`src/rtl/rotator_sequencer.sv`:
```
// rtl/rotator_sequencer.sv - command FIFO plus sequencer expanding load/rotate commands into rotator strobes

module rotator_sequencer_fifo #(
    parameter int DW    = 8,
    parameter int DEPTH = 2
) (
    input  logic          clk,
    input  logic          resetn,
    input  logic          i_push,
    input  logic [DW-1:0] i_data,
    input  logic          i_pop,
    output logic [DW-1:0] o_data,
    output logic          o_ready,
    output logic          o_empty,
    output logic          o_empty_nxt
);

    localparam int CW = $clog2(DEPTH + 1);
    localparam int PW = (DEPTH > 1) ? $clog2(DEPTH) : 1;
    localparam logic [CW-1:0] CNT_FULL = CW'(DEPTH);
    localparam logic [PW-1:0] PTR_LAST = PW'(DEPTH - 1);

    logic [DW-1:0] r_mem [DEPTH];
    logic [PW-1:0] r_wr_ptr;
    logic [PW-1:0] r_rd_ptr;
    logic [CW-1:0] r_count;
    logic [CW-1:0] w_count_nxt;
    logic          r_ready;
    logic          w_push;
    logic          w_pop;

    // ready only reflects fullness; a same-cycle pop does not open a slot early
    assign w_push = i_push && r_ready;
    assign w_pop  = i_pop && (r_count != '0);

    // occupancy after this edge
    always_comb begin
        w_count_nxt = r_count;
        if (w_push && !w_pop) begin
            w_count_nxt = r_count + CW'(1);
        end else if (w_pop && !w_push) begin
            w_count_nxt = r_count - CW'(1);
        end
    end

    // pointers, occupancy and registered ready flag
    always_ff @(posedge clk) begin
        if (!resetn) begin
            r_wr_ptr <= '0;
            r_rd_ptr <= '0;
            r_count  <= '0;
            r_ready  <= 1'b1;
        end else begin
            if (w_push) begin
                r_wr_ptr <= (r_wr_ptr == PTR_LAST) ? '0 : r_wr_ptr + PW'(1);
            end
            if (w_pop) begin
                r_rd_ptr <= (r_rd_ptr == PTR_LAST) ? '0 : r_rd_ptr + PW'(1);
            end
            r_count <= w_count_nxt;
            r_ready <= (w_count_nxt != CNT_FULL);
        end
    end

    // entry storage; contents are don't-care while the slot is empty
    always_ff @(posedge clk) begin
        if (w_push) begin
            r_mem[r_wr_ptr] <= i_data;
        end
    end

    assign o_data      = r_mem[r_rd_ptr];
    assign o_ready     = r_ready;
    assign o_empty     = (r_count == '0);
    assign o_empty_nxt = (w_count_nxt == '0);

endmodule

module rotator_sequencer #(
    parameter int WIDTH      = 100,
    parameter int AMT_W      = 7,
    parameter int FIFO_DEPTH = 2
) (
    input  logic             clk,
    input  logic             resetn,
    input  logic             cmd_valid,
    output logic             cmd_ready,
    input  logic [1:0]       cmd_op,
    input  logic [AMT_W-1:0] cmd_amt,
    input  logic [WIDTH-1:0] cmd_data,
    output logic             rot_load,
    output logic [WIDTH-1:0] rot_data,
    output logic [1:0]       rot_en,
    output logic             busy,
    output logic             done,
    output logic [AMT_W-1:0] offset
);

    localparam logic [1:0] OP_NOP   = 2'b00;
    localparam logic [1:0] OP_LEFT  = 2'b01;
    localparam logic [1:0] OP_RIGHT = 2'b10;
    localparam logic [1:0] OP_LOAD  = 2'b11;

    localparam int EW = 2 + AMT_W + WIDTH;
    // one extra bit so WIDTH == 2**AMT_W is still representable as a modulus
    localparam logic [AMT_W:0]   WIDTH_MOD = (AMT_W + 1)'(WIDTH);
    localparam logic [AMT_W-1:0] OFF_MAX   = AMT_W'(WIDTH - 1);

    typedef enum logic [1:0] {
        S_IDLE = 2'd0,
        S_EXEC = 2'd1,
        S_DONE = 2'd2
    } state_t;

    state_t           r_state;
    state_t           w_state_nxt;
    logic [1:0]       r_op;
    logic [1:0]       w_op_nxt;
    logic [AMT_W-1:0] r_cnt;
    logic [AMT_W-1:0] w_cnt_nxt;
    logic             r_rot_load;
    logic             w_rot_load_nxt;
    logic [WIDTH-1:0] r_rot_data;
    logic [WIDTH-1:0] w_rot_data_nxt;
    logic [1:0]       r_rot_en;
    logic [1:0]       w_rot_en_nxt;
    logic             r_done;
    logic             w_done_nxt;
    logic [AMT_W-1:0] r_offset;
    logic [AMT_W-1:0] w_offset_nxt;
    logic             r_busy;
    logic             w_busy_nxt;

    logic [EW-1:0]    w_head;
    logic [1:0]       w_head_op;
    logic [AMT_W-1:0] w_head_amt;
    logic [WIDTH-1:0] w_head_data;
    logic [AMT_W-1:0] w_head_steps;
    logic             w_empty;
    logic             w_empty_nxt;
    logic             w_pop;
    logic             w_fifo_ready;

    // one rotation step of the net offset, wrapping at WIDTH in both directions
    function automatic logic [AMT_W-1:0] f_step(input logic [1:0] dir, input logic [AMT_W-1:0] off);
        logic [AMT_W-1:0] res;
        res = off;
        if (dir == OP_LEFT) begin
            res = (off == OFF_MAX) ? '0 : off + AMT_W'(1);
        end else if (dir == OP_RIGHT) begin
            res = (off == '0) ? OFF_MAX : off - AMT_W'(1);
        end
        return res;
    endfunction

    rotator_sequencer_fifo #(
        .DW    (EW),
        .DEPTH (FIFO_DEPTH)
    ) u_cmd_fifo (
        .clk         (clk),
        .resetn      (resetn),
        .i_push      (cmd_valid),
        .i_data      ({cmd_op, cmd_amt, cmd_data}),
        .i_pop       (w_pop),
        .o_data      (w_head),
        .o_ready     (w_fifo_ready),
        .o_empty     (w_empty),
        .o_empty_nxt (w_empty_nxt)
    );

    assign {w_head_op, w_head_amt, w_head_data} = w_head;
    assign w_head_steps = AMT_W'({1'b0, w_head_amt} % WIDTH_MOD);
    assign w_pop        = (r_state == S_IDLE) && !w_empty;

    // state register
    always_ff @(posedge clk) begin
        if (!resetn) begin
            r_state <= S_IDLE;
        end else begin
            r_state <= w_state_nxt;
        end
    end

    // next state: zero-length commands skip EXEC so done follows the pop directly
    always_comb begin
        w_state_nxt = r_state;
        case (r_state)
            S_IDLE: begin
                if (w_pop) begin
                    if (w_head_op == OP_LOAD) begin
                        w_state_nxt = S_EXEC;
                    end else if (((w_head_op == OP_LEFT) || (w_head_op == OP_RIGHT)) &&
                                 (w_head_steps != '0)) begin
                        w_state_nxt = S_EXEC;
                    end else begin
                        w_state_nxt = S_DONE;
                    end
                end
            end
            S_EXEC: begin
                if (r_cnt == '0) begin
                    w_state_nxt = S_DONE;
                end
            end
            S_DONE: w_state_nxt = S_IDLE;
            default: w_state_nxt = S_IDLE;
        endcase
    end

    // next registered outputs; r_cnt holds steps still owed after the current one
    always_comb begin
        w_op_nxt       = r_op;
        w_cnt_nxt      = r_cnt;
        w_rot_load_nxt = 1'b0;
        w_rot_data_nxt = r_rot_data;
        w_rot_en_nxt   = 2'b00;
        w_done_nxt     = 1'b0;
        w_offset_nxt   = r_offset;
        case (r_state)
            S_IDLE: begin
                if (w_pop) begin
                    w_op_nxt  = w_head_op;
                    w_cnt_nxt = '0;
                    case (w_head_op)
                        OP_LOAD: begin
                            w_rot_load_nxt = 1'b1;
                            w_rot_data_nxt = w_head_data;
                            w_offset_nxt   = '0;
                        end
                        OP_LEFT, OP_RIGHT: begin
                            if (w_head_steps != '0) begin
                                w_rot_en_nxt = w_head_op;
                                w_offset_nxt = f_step(w_head_op, r_offset);
                                w_cnt_nxt    = w_head_steps - AMT_W'(1);
                            end else begin
                                w_done_nxt = 1'b1;
                            end
                        end
                        default: w_done_nxt = 1'b1;
                    endcase
                end
            end
            S_EXEC: begin
                if (r_cnt == '0) begin
                    w_done_nxt = 1'b1;
                end else begin
                    w_rot_en_nxt = r_op;
                    w_offset_nxt = f_step(r_op, r_offset);
                    w_cnt_nxt    = r_cnt - AMT_W'(1);
                end
            end
            default: begin
            end
        endcase
    end

    // busy looks ahead so it rises on the same edge a command is accepted
    always_comb begin
        w_busy_nxt = (w_state_nxt != S_IDLE) || !w_empty_nxt;
    end

    // output and datapath registers
    always_ff @(posedge clk) begin
        if (!resetn) begin
            r_op       <= OP_NOP;
            r_cnt      <= '0;
            r_rot_load <= 1'b0;
            r_rot_data <= '0;
            r_rot_en   <= 2'b00;
            r_done     <= 1'b0;
            r_offset   <= '0;
            r_busy     <= 1'b0;
        end else begin
            r_op       <= w_op_nxt;
            r_cnt      <= w_cnt_nxt;
            r_rot_load <= w_rot_load_nxt;
            r_rot_data <= w_rot_data_nxt;
            r_rot_en   <= w_rot_en_nxt;
            r_done     <= w_done_nxt;
            r_offset   <= w_offset_nxt;
            r_busy     <= w_busy_nxt;
        end
    end

    assign cmd_ready = w_fifo_ready;
    assign rot_load  = r_rot_load;
    assign rot_data  = r_rot_data;
    assign rot_en    = r_rot_en;
    assign done      = r_done;
    assign offset    = r_offset;
    assign busy      = r_busy;

endmodule

```
`config.mk`:
```
export PLATFORM = sky130hd
export DESIGN_NAME = rotator_sequencer
export DESIGN_NICKNAME = d
export VERILOG_FILES = /design/src/rtl/rotator_sequencer.sv
export SDC_FILE = /design/constraint.sdc
export NUM_CORES = 1
export LEC_CHECK = 0
export CAP_MARGIN = 30
export CORE_MARGIN = 5
export CORE_UTILIZATION = 48
export DETAILED_ROUTE_END_ITERATION = 12
export PLACE_DENSITY_LB_ADDON = 0.08
export SETUP_SLACK_MARGIN = 0.15
export SLEW_MARGIN = 10
export SYNTH_ARGS = -nofsm -noshare
export SYNTH_HDL_FRONTEND = slang
export SYNTH_SLANG_ARGS = --single-unit
```
`constraint.sdc`:
```
create_clock -name clk -period 6 [get_ports clk]
set_input_delay 1.2 -clock clk [delete_from_list [all_inputs] [get_ports clk]]
set_output_delay 1.2 -clock clk [all_outputs]
set_load 0.02 [all_outputs]
```
**Word-level counts from Yosys, hierarchy flattened**

Memory sizes are Yosys's and may differ from the RTL's. A register that Yosys moved wholly into a read port is not among the register bits.
Index checks and enable logic that the tools add are counted.

- Add/sub/neg operators: 8
- Div/mod/pow operators: 1
- Equality and inequality tests: 14
- Multiplexer cells: 40
- Reductions and logical operators: 27

Operator list:

| kind | number |
|---|---|
| 7-bit two-way mux | 13 |
| 7-bit one-hot mux with 2 select lines | 3 |
| 7-bit by 1-bit subtractor with 7-bit output, second input constant | 3 |
| 2-bit two-way mux | 10 |
| 7-bit zero test | 2 |
| 1-bit two-way mux | 10 |
| 3-bit AND reduction | 3 |
| 7-bit by 7-bit modulo with 8-bit output, second input constant | 1 |
| 2-bit one-hot mux with 2 select lines | 2 |
| 7-bit by 1-bit adder with 7-bit output, second input constant | 1 |
| 7-bit == test, second input constant | 1 |
| 7-bit AND reduction | 1 |
| 7-bit nonzero test | 1 |
| 2-bit by 1-bit == test with 1-bit output, second input constant | 3 |
| 2-bit == test, second input constant | 3 |
| 1-bit logical AND | 6 |
| 2-bit zero test | 3 |
| 3-bit inequality test, second input constant | 2 |
| 2-bit nonzero test | 3 |
| 1-bit zero test | 4 |
| 2-bit inequality test, second input constant | 2 |
| 4-bit inequality test, second input constant | 1 |
| 1-bit one-hot mux with 2 select lines | 2 |
| 3-bit by 1-bit inequality test with 1-bit output, second input constant | 1 |
| 7 further kinds | 9 |

- Register bits: 128
- Bits in writable memories: 218
- Input bits: 112
- Output and inout bits: 113
- Memories: 1

Memory list:

| name | depth | width | rd ports | clocked after memory_dff | write ports | line | source |
|---|---|---|---|---|---|---|---|
| u_cmd_fifo.r_mem | 2 | 109 | 1 | 1 | 1 | 23 | `logic [DW-1:0] r_mem [DEPTH];` |

**Logic depth before layout (Yosys ltp)**

Gate-level depths: netlist of run 1.

- Depth in word-level cells: 10
- Mapped depth: 14
- Depth with buffers taken out: 10

**By module**

A second synthesis of run 1 with hierarchy kept.

- Cell total of the unflattened synthesis: 1051
- Area total of the unflattened synthesis: 13419.1 µm²

By module, submodules not included:

| module | instances | cells an instance | area an instance (µm²) | sequential area each (µm²) |
|---|---|---|---|---|
| rotator_sequencer_fifo | 1 | 377 | 8187.9 | 6666.4 |
| rotator_sequencer | 1 | 674 | 5231.3 | 2462.4 |

**Worst setup path before layout of run 1**

OpenSTA, ideal clock, no wires.

- Path kind: input port to flip-flop
- From: input cmd_valid
- To: memory u_cmd_fifo.r_mem[0][0] (netlist bit) (enable)
- Arrival: 5900 ps
- Data required time: 5421 ps
- Path slack: -478 ps
- Stages: 2
- Cell sequence: nand2_1 -> nor2_1

- Cells in the longest elaborated chain, start to end: 3

RTL lines:

| what | line | source |
|---|---|---|
| start, declared | 86 | `input logic cmd_valid,` |
| 1-bit logical AND | 33 | `assign w_push = i_push && r_ready;` |
| 1-bit two-way mux | 67 | `if (w_push) begin` |
| 1-bit two-way mux (not written as such) | 68 | `r_mem[r_wr_ptr] <= i_data;` |
| end, declared | 23 |  |

Every way passes these cells.

==> results of run 1 <==
## routing by layer
layer / vias up / share of wire [%] / track usage [%]
met4: 6 / 2.9 / 6.45
met5: - / 0.14 / 0
met3: 56 / 6.8 / 5.10
li1: 4019 / - / -
met1: 3848 / 42 / 22.5
met2: 216 / 48 / 28.9
## sequential cells by signal, indices dropped and copies added (netlist names), named ones only
register / flops
u_cmd_fifo.r_mem: 218
r_op: 2
offset: 7
r_cnt: 7
rot_data: 100
rot_en: 2
u_cmd_fifo.o_ready: 1
u_cmd_fifo.r_rd_ptr: 1
u_cmd_fifo.r_count: 2
busy: 1
rot_load: 1
r_state: 2
u_cmd_fifo.r_wr_ptr: 1
done: 1
## worst paths after layout
kind / from / to / slack [ps] / depth (start not counted)
setup / recovery: flop / busy / 2510 / 9
hold / removal: rot_data[15] / rot_data[15] / 500 / 2
setup reg to reg: flop / busy / 2510 / 9
hold reg to reg: rot_data[15] / rot_data[15] / 500 / 2
## worst max-delay path: cells and delay by family, from the launching register on
kind / cells / cell delay (ps)
AOI/OAI and AO/OA: 6 / 1370
adders and majority gates: 1 / 300
DFF: 1 / 800
muxes: 1 / 420
and+or+nand+nor: 1 / 460
## final cells by class
cell class | instances | area share [%]
Antenna cell | 3 | 0.0445
Multi-Input combinational cell | 532 | 22.1
Inverter | 12 | 0.282
Tap cell | 341 | 2.53
Timing Repair Buffer | 235 | 14.0
Clock inverter | 13 | 0.889
Sequential cell | 347 | 54.1
Clock buffer | 53 | 6.14
## Yosys cell counts, drive strengths merged (4+ instances only)
library cell	number
dfxtp	129
a211oi	102
nor3b	4
a21oi	19
buf	7
clkbuf	51
ha	15
xor2	4
nand3b	4
nor3	10
nor2b	4
edfxtp	218
nand2b	6
nor4	4
nand2	28
o21ai	22
o22ai	5
inv	12
xnor2	9
mux2i	110
a22oi	4
nor2	126
nand3	6
## report_power, final
part | internal, µW | switching [µW] | leakage, µW
registers | 2990 | 272 | 0.00309
clock network | 1330 | 868 | 0.000578
logic | 1040 | 1320 | 0.00202
total | 5370 | 2460 | 0.00569
## stage by stage
stage | hold WS [ps] | total power, µW | util (%)
after floorplan | 476 | 4830 | -
after global placement | 488 | 5640 | 58.1
after detailed placement | 492 | 5680 | 58.1
after CTS | 500 | 7910 | 62.5
after global routing | 521 | 8270 | 62.6
final | 496 | 7840 | 62.6
## kinds of logic after synthesis
| kind of cell | synth area share [%] |
|---|---|
| AO/OA/AOI/OAI | 10.3 |
| XOR/XNOR | 0.869 |
| adder cells (fa/ha/maj) | 1.51 |
| buffers and inverters | 2.09 |
| flip-flops | 69.6 |
| multiplexers | 8.57 |
| AND/OR/NAND/NOR | 7.01 |
==> results.yml, run 1 <==
timing:
  period_minus_slack_ps: 3490
  relSlewSlack_pct: 37.1
  setup_viol: 0
  slew_viol_final: 0
  hold_violations: 0
  max_clock_freq_ghz: 0.287
  clock_skew_ps: 8.85
  timing.setup.tns_ps: 0
  worst_slack_ps: 2510
  rsz0062_at_grt: "false"
  worst_pin_slew_ps: 944
  finalCritPeriodShare_pct: 58.1
placement:
  place.port_buffers: 224
  gp_congestion: 0.839
  hpwlAfterDp_um: 17600
  pre_cts_slack_ps: 2260
  postPlaceCellArea_um2: 15700
  place_inst: 1466
hold_path:
  hold_class: "flop to flop"
cells_and_area:
  multi_input_area_um2: 3720
  drive_above_1_share_pct: 6.88
  final.fill_count: 2105
  area_growth_pct: 28.8
  final_nets: 1292
  layout_commonest_cell: "clkdlybuf4s50_1"
  design_area_um2: 16900
  layout.area.seq_um2: 9130
  layout_common_cells: "clkdlybuf4s50_1, edfxtp_1, dfxtp_1, nor2_1, mux2i_1"
  fin_cells: 1536
clocking:
  cts_sinks: 347
  worstSkewPairLatency_ps: 510
  cts_buffers: 37
  clock_path_buffers: 3
  postCtsHoldBufs: 0
  cts-htree-levels: 2
  root_buffer: "clkbuf_16"
  path_clk_slew_ps: 60
  cts.repair.resized: 0
  cts_tree: "built"
  cts_setup_buffers: 0
yosys:
  synth_nets: 1076
  synth_area_leaders: "edfxtp_1, dfxtp_1, mux2i_1"
  synthFlopType: "edfxtp_1"
  yosys_warnings: 0
  postSynthAreaPerCell_um2: 13.8
  synth_top_area_share_pct: 49.9
  syn_inst: 949
  yosysTopAreaCell: "edfxtp_1"
  ys_seq_elements: 347
  yosysUniqueCellTypes: 63
  ys_async_sr_fraction_pct: 0
  seq_area_frac_synth_pct: 69.6
  synth-edff-count: 218
  syn_area_um2: 13100
global_route:
  grt_overflow_total: 0
  grt_pass1_wl_um: 43300
  antenna_found_initial: 6
  grt_usage_pct: 17.6
  grt_pass1_vias: 7991
  grt_max_degree: 93
critical_path:
  crit_fanout: 42
  cp.required_ps: 6380
  crit_chain: "mux2i_1, ha_1, a21boi_1, o211ai_1, a22o_1, a21oi_2, a21oi_2, o311a_1, or4_1"
  end_kind: "flop"
  worst-setup-path-type: "flop to flop"
  cp_slowest_cell: "dfxtp_4"
  worstPathArrival_ps: 3870
  startpoint_type: "flop"
  crit_top_cell: "a21oi_2"
  critPathMaxStageDelay_ps: 800
die:
  core_um2: 27000
  die_w_um: 175
  rows: 60
  initial_utilization_pct: 48.6
  ios: 225
  dieArea_um2: 30700
  die_h_um: 175
routing:
  firstDrtPassIters: 4
  wirelength_um: 27800
  route.detailed.drc: 0
  first_iter_violations: 486
  num_vias: 8145
  vias_per_cell: 5.30
  wl_per_cell_um: 18.1
  postRouteAntennaNets: 0
pwr:
  power_leakage_uw: 0.00569
  power_density_nw_per_um2: 464
  ir_worst_vdd_mv: 0.246
job:
  drv_cap: 0
outcome:
  status: "complete, no violations"
Power figures use the tool's default switching activity.
==> run 2, diff against run 1 <==
Settings changed: CORE_UTILIZATION 48 to 53.
Clock period 6 ns to 3.41 ns, I/O delays scaled along.
==> results.yml, run 2 (synthesis results as in run 1) <==
outcome:
  status: "complete, no violations"
critical_path:
  worstPathArrival_ps: 3430
  crit_top_cell: "a21oi_2"
  cp_slowest_cell: "dfxtp_4"
  worstReg2RegEnd: "busy"
  startpoint_type: "flop"
  ff2ff_path_depth: 9
  critPathBufInv: 0
  crit_fanout: 16
  crit_chain: "mux2i_4, ha_1, a21boi_1, o211ai_1, a22o_1, a21oi_2, a21oi_2, o311a_1, or4_1"
  worst-setup-path-type: "flop to flop"
  crit_family: "compound AO/OA/AOI/OAI gates"
  cp.required_ps: 3780
  critPathMaxStageDelay_ps: 500
  end_kind: "flop"
  rrSetupSlack_ps: 350
pwr:
  ir_worst_vdd_mv: 0.473
  power.internal_uw: 9640
  power_frac_seq_pct: 40.4
  clockPowerShare_pct: 28.4
  switching_share_pct: 31.3
  total_power_uw: 14000
  p_comb_share_pct: 31.1
  netSwitchingPower_uw: 4390
  power_density_nw_per_um2: 820
  power_leakage_uw: 0.00580
cells_and_area:
  largest_reg_flops: 218
  design_area_um2: 17100
  layout.area.seq_um2: 9130
  final.fill_count: 1697
  fin_util_pct: 70.4
  largest_register: "u_cmd_fifo.r_mem"
  final_nets: 1304
  multi_input_area_um2: 3730
  antennaDiodeCount: 0
  area_growth_pct: 30.5
  layout_commonest_cell: "clkdlybuf4s50_1"
  layout_common_cells: "clkdlybuf4s50_1, edfxtp_1, dfxtp_1, nor2_1, mux2i_1"
  drive_above_1_share_pct: 7.97
die:
  dieArea_um2: 28000
  die_w_um: 167
  initial_utilization_pct: 53.9
  rows: 57
  die_h_um: 167
  ios: 225
  core_um2: 24300
placement:
  place.port_buffers: 224
  hpwlAfterDp_um: 18100
  gp_congestion: 0.835
  pre_cts_slack_ps: 323
  postPlaceCellArea_um2: 15900
clocking:
  root_buffer: "clkbuf_16"
  clock_path_buffers: 3
  cts_sinks: 347
  path_clk_slew_ps: 60
  cts_tree: "built"
  cts-htree-levels: 2
  worstSkewPairLatency_ps: 520
  cts_buffers: 36
global_route:
  grt_overflow_total: 0
  grt_pass1_vias: 8325
  grt_max_degree: 56
  grt_pass1_wl_um: 43800
  grt_usage_pct: 19.3
  antenna_found_initial: 2
routing:
  first_iter_violations: 420
  wl_per_cell_um: 18.3
  postRouteAntennaNets: 0
  wirelength_um: 27900
  num_vias: 8256
  firstDrtPassIters: 4
  vias_per_cell: 5.40
  route.detailed.drc: 0
timing:
  rsz0062_at_grt: "false"
  clock_skew_ps: 23.2
  relSlewSlack_pct: 44.1
  timing.setup.tns_ps: 0
  slew_viol_final: 0
  hold_violations: 0
  period_minus_slack_ps: 3060
  setup_viol: 0
  max_clock_freq_ghz: 0.327
  worst_pin_slew_ps: 833
  finalCritPeriodShare_pct: 89.6
  worst_slack_ps: 354
hold_path:
  hold_depth: 2
  hold_class: "flop to flop"
  hold_end: "rot_data[38]"
  hp-start: "rot_data[38]"
job:
  drv_cap: 0
[run 2: changes by cell type in the layout (fill, tap and decap cells not counted), sizes merged]
cell	before	now
clkbuf	53	48
bufinv	3	5
clkinvlp	1	2
diode	3	0
clkinv	9	11
buf	11	24
[run 2: final cells by class]
| type | count | share of cell area (%) |
|---|---|---|
| clock buffer | 48 | 5.84 |
| sequential | 347 | 53.4 |
| inverter | 12 | 0.278 |
| multi-input combinational | 532 | 21.8 |
| timing repair buffer | 248 | 15.0 |
| clock inverter | 18 | 1.32 |
| tap | 324 | 2.37 |
[run 2: how the worst max path moves through the flow]
| stage | to | slack (ps) | cells after the start |
|---|---|---|---|
| final | busy | 350 | 9 |
| after global placement | busy | 410 | 9 |
| after CTS | busy | 320 | 9 |
| after global routing | busy | 170 | 9 |
| after floorplan | busy | 160 | 13 |
| after detailed placement | busy | 320 | 9 |
[run 2: per-layer routing]
metal  vias to the layer above  track usage, %  wire length, µm
met1                      3968            23.8            11600
met4                         4            4.73              512
met2                       209            32.8            13600
met5                         -               0               25
met3                        41            6.69             2240
li1                       4034               -                -
[run 2: power groups by stage]
stage / sequential (µW) / clock [µW] / combinational (µW)
6_report: 5670 / 3990 / 4370
5_1_grt: 5750 / 4260 / 4770
4_1_cts: 5670 / 4070 / 4400
3_5_place_dp: 5750 / 0 / 4380
3_3_place_gp: 5730 / 0 / 4300
2_1_floorplan: 6100 / 0 / 2380
[run 2: tightest hold or removal path, stage by stage, from the launching register on]
cell and delay [ps]:
dfxtp_1 300, nor2_1 90, a211oi_1 50
[run 2: metrics by stage]
stage / hold WS, ps / cells
final: 495 / 1529
after global routing: 512 / 1529
after CTS: 498 / 1529
after detailed placement: 490 / 1463
after global placement: 486 / 1462
after floorplan: 476 / 949
[run 2: repair_timing]
item	CTS	global route
setup buffers	0	0
gates resized for setup	0	2
hold buffers	0	0
endpoints found under the setup margin	0	1
==> run 3, diff against run 2 <==
Settings changed: CTS_CLUSTER_DIAMETER set to 120, REMOVE_ABC_BUFFERS set to 1.
==> results.yml, run 3 (synthesis results as in run 1) <==
clocking:
  root_buffer: "clkbuf_16"
  clock_path_buffers: 3
  cts-htree-levels: 2
  worstSkewPairLatency_ps: 510
  cts_tree: "built"
  path_clk_slew_ps: 60
  cts_sinks: 347
  cts_buffers: 37
routing:
  num_vias: 8255
  wirelength_um: 27900
  vias_per_cell: 5.38
  wl_per_cell_um: 18.2
  route.detailed.drc: 0
  first_iter_violations: 409
  postRouteAntennaNets: 0
  firstDrtPassIters: 4
global_route:
  grt_util_met3_pct: 6.93
  grt_pass1_wl_um: 44700
  antenna_found_initial: 0
  met1_usage_pct: 24.4
  grt_max_degree: 110
  grt_usage_pct: 19.6
  grt_overflow_total: 0
  busiest_layer: "met2"
  use_met2_pct: 33.1
  grt_pass1_vias: 8444
timing:
  setup_viol: 0
  period_minus_slack_ps: 3060
  clock_skew_ps: 18.9
  finalCritPeriodShare_pct: 89.7
  hold_violations: 0
  slew_viol_final: 0
  rsz0062_at_grt: "false"
  worst_pin_slew_ps: 763
  max_clock_freq_ghz: 0.327
  relSlewSlack_pct: 49.0
  timing.setup.tns_ps: 0
critical_path:
  startpoint_type: "flop"
  end_kind: "flop"
  cp_slowest_cell: "or4_1"
  crit_fanout: 12
  crit_family: "compound AO/OA/AOI/OAI gates"
  critPathBufInv: 0
  cp.required_ps: 3780
  crit_top_cell: "a21oi_2"
  worstPathArrival_ps: 3430
  critPathMaxStageDelay_ps: 470
  crit_chain: "mux2i_2, ha_1, a21boi_1, o211ai_1, a22o_1, a21oi_2, a21oi_2, o311a_1, or4_1"
  worst-setup-path-type: "flop to flop"
pwr:
  ir_worst_vdd_mv: 0.515
  clockPowerShare_pct: 28.1
  netSwitchingPower_uw: 4370
  p_comb_share_pct: 31.3
  power_density_nw_per_um2: 817
  power_leakage_uw: 0.00581
  power.internal_uw: 9580
  switching_share_pct: 31.3
  power_frac_seq_pct: 40.5
die:
  die_w_um: 167
  initial_utilization_pct: 53.9
  core_um2: 24300
  die_h_um: 167
  dieArea_um2: 28000
  rows: 57
  ios: 225
hold_path:
  hp-start: "rot_data[31]"
  hold_class: "flop to flop"
placement:
  hpwlAfterDp_um: 18000
  gp_congestion: 0.824
  place.port_buffers: 224
cells_and_area:
  area_growth_pct: 30.2
  largest_reg_flops: 218
  layout.area.seq_um2: 9130
  antennaDiodeCount: 0
  multi_input_area_um2: 3730
  final_nets: 1308
  layout_common_cells: "clkdlybuf4s50_1, edfxtp_1, dfxtp_1, nor2_1, mux2i_1"
  final.fill_count: 1688
  drive_above_1_share_pct: 8.43
  largest_register: "u_cmd_fifo.r_mem"
  fin_util_pct: 70.2
  layout_commonest_cell: "clkdlybuf4s50_1"
outcome:
  status: "complete, no violations"
job:
  drv_cap: 0
==> run 3: cell count changes in the layout (fill, tap and decap cells not counted) <==
cell / delta
clkbuf_16: +1
clkinv_2: +2
clkinv_8: -1
clkinvlp_4: -1
clkbuf_1: +2
buf_12: -4
buf_4: +7
inv_6: +1
clkinv_1: -3
inv_4: -1
clkbuf_8: +5
bufinv_16: -3
==> run 3: final timing paths <==
path | to | slack [ps] | cells past startpoint
max | busy | 350 | 9
min | rot_data[31] | 500 | 2
max reg2reg | busy | 350 | 9
min reg2reg | rot_data[31] | 500 | 2
==> run 3: metrics by stage <==
| stage | setup slack [ps] | hold slack (ps) | std cells | area, µm² | total power, µW |
|---|---|---|---|---|---|
| 2_1_floorplan | -5490 | 476 | 891 | 12900 | 8660 |
| 3_3_place_gp | 346 | 485 | 1458 | 15800 | 9980 |
| 3_5_place_dp | 232 | 492 | 1459 | 15800 | 10100 |
| 4_1_cts | 206 | 500 | 1527 | 17000 | 14000 |
| 5_1_grt | 148 | 511 | 1534 | 17100 | 14700 |
| 6_report | 352 | 495 | 1534 | 17100 | 13900 |
==> run 3: metal layers <==
| layer | share of wire [%] | routed length (µm) | vias up |
|---|---|---|---|
| li1 | - | - | 4047 |
| met5 | 0 | 0 | - |
| met2 | 49 | 13700 | 206 |
| met1 | 41 | 11500 | 3967 |
| met3 | 8.1 | 2250 | 35 |
| met4 | 1.6 | 458 | 0 |
==> run 3: power by group through the flow <==
stage / logic [µW] / clock network [µW] / registers [µW]
after floorplan: 2350 / 0 / 6310
after global placement: 4250 / 0 / 5730
after detailed placement: 4330 / 0 / 5750
after CTS: 4360 / 4010 / 5670
after global routing: 4800 / 4200 / 5740
final: 4370 / 3920 / 5650
==> run 3: worst reg2reg max path, delay by kind of cell (launching register included) <==
kind / cells / cell delay, ps
compound gates: 6 / 1360
simple gates: 1 / 470
flops: 1 / 460
mux: 1 / 340
fa+ha+maj: 1 / 290
==> run 3: final cells by class <==
cell class,count,area share (%)
inverter,12,0.271
multi-input combinational,532,21.9
sequential,347,53.5
timing repair buffer,251,14.9
tap,324,2.37
clock buffer,56,6.44
clock inverter,12,0.667
==> run 3: timing repair <==
| item | CTS | global route |
|---|---|---|
| gates resized for setup | 0 | 2 |
| buffers inserted | 0 | 7 |
| setup endpoints to repair | 0 | 7 |
| hold buffers | 0 | 0 |
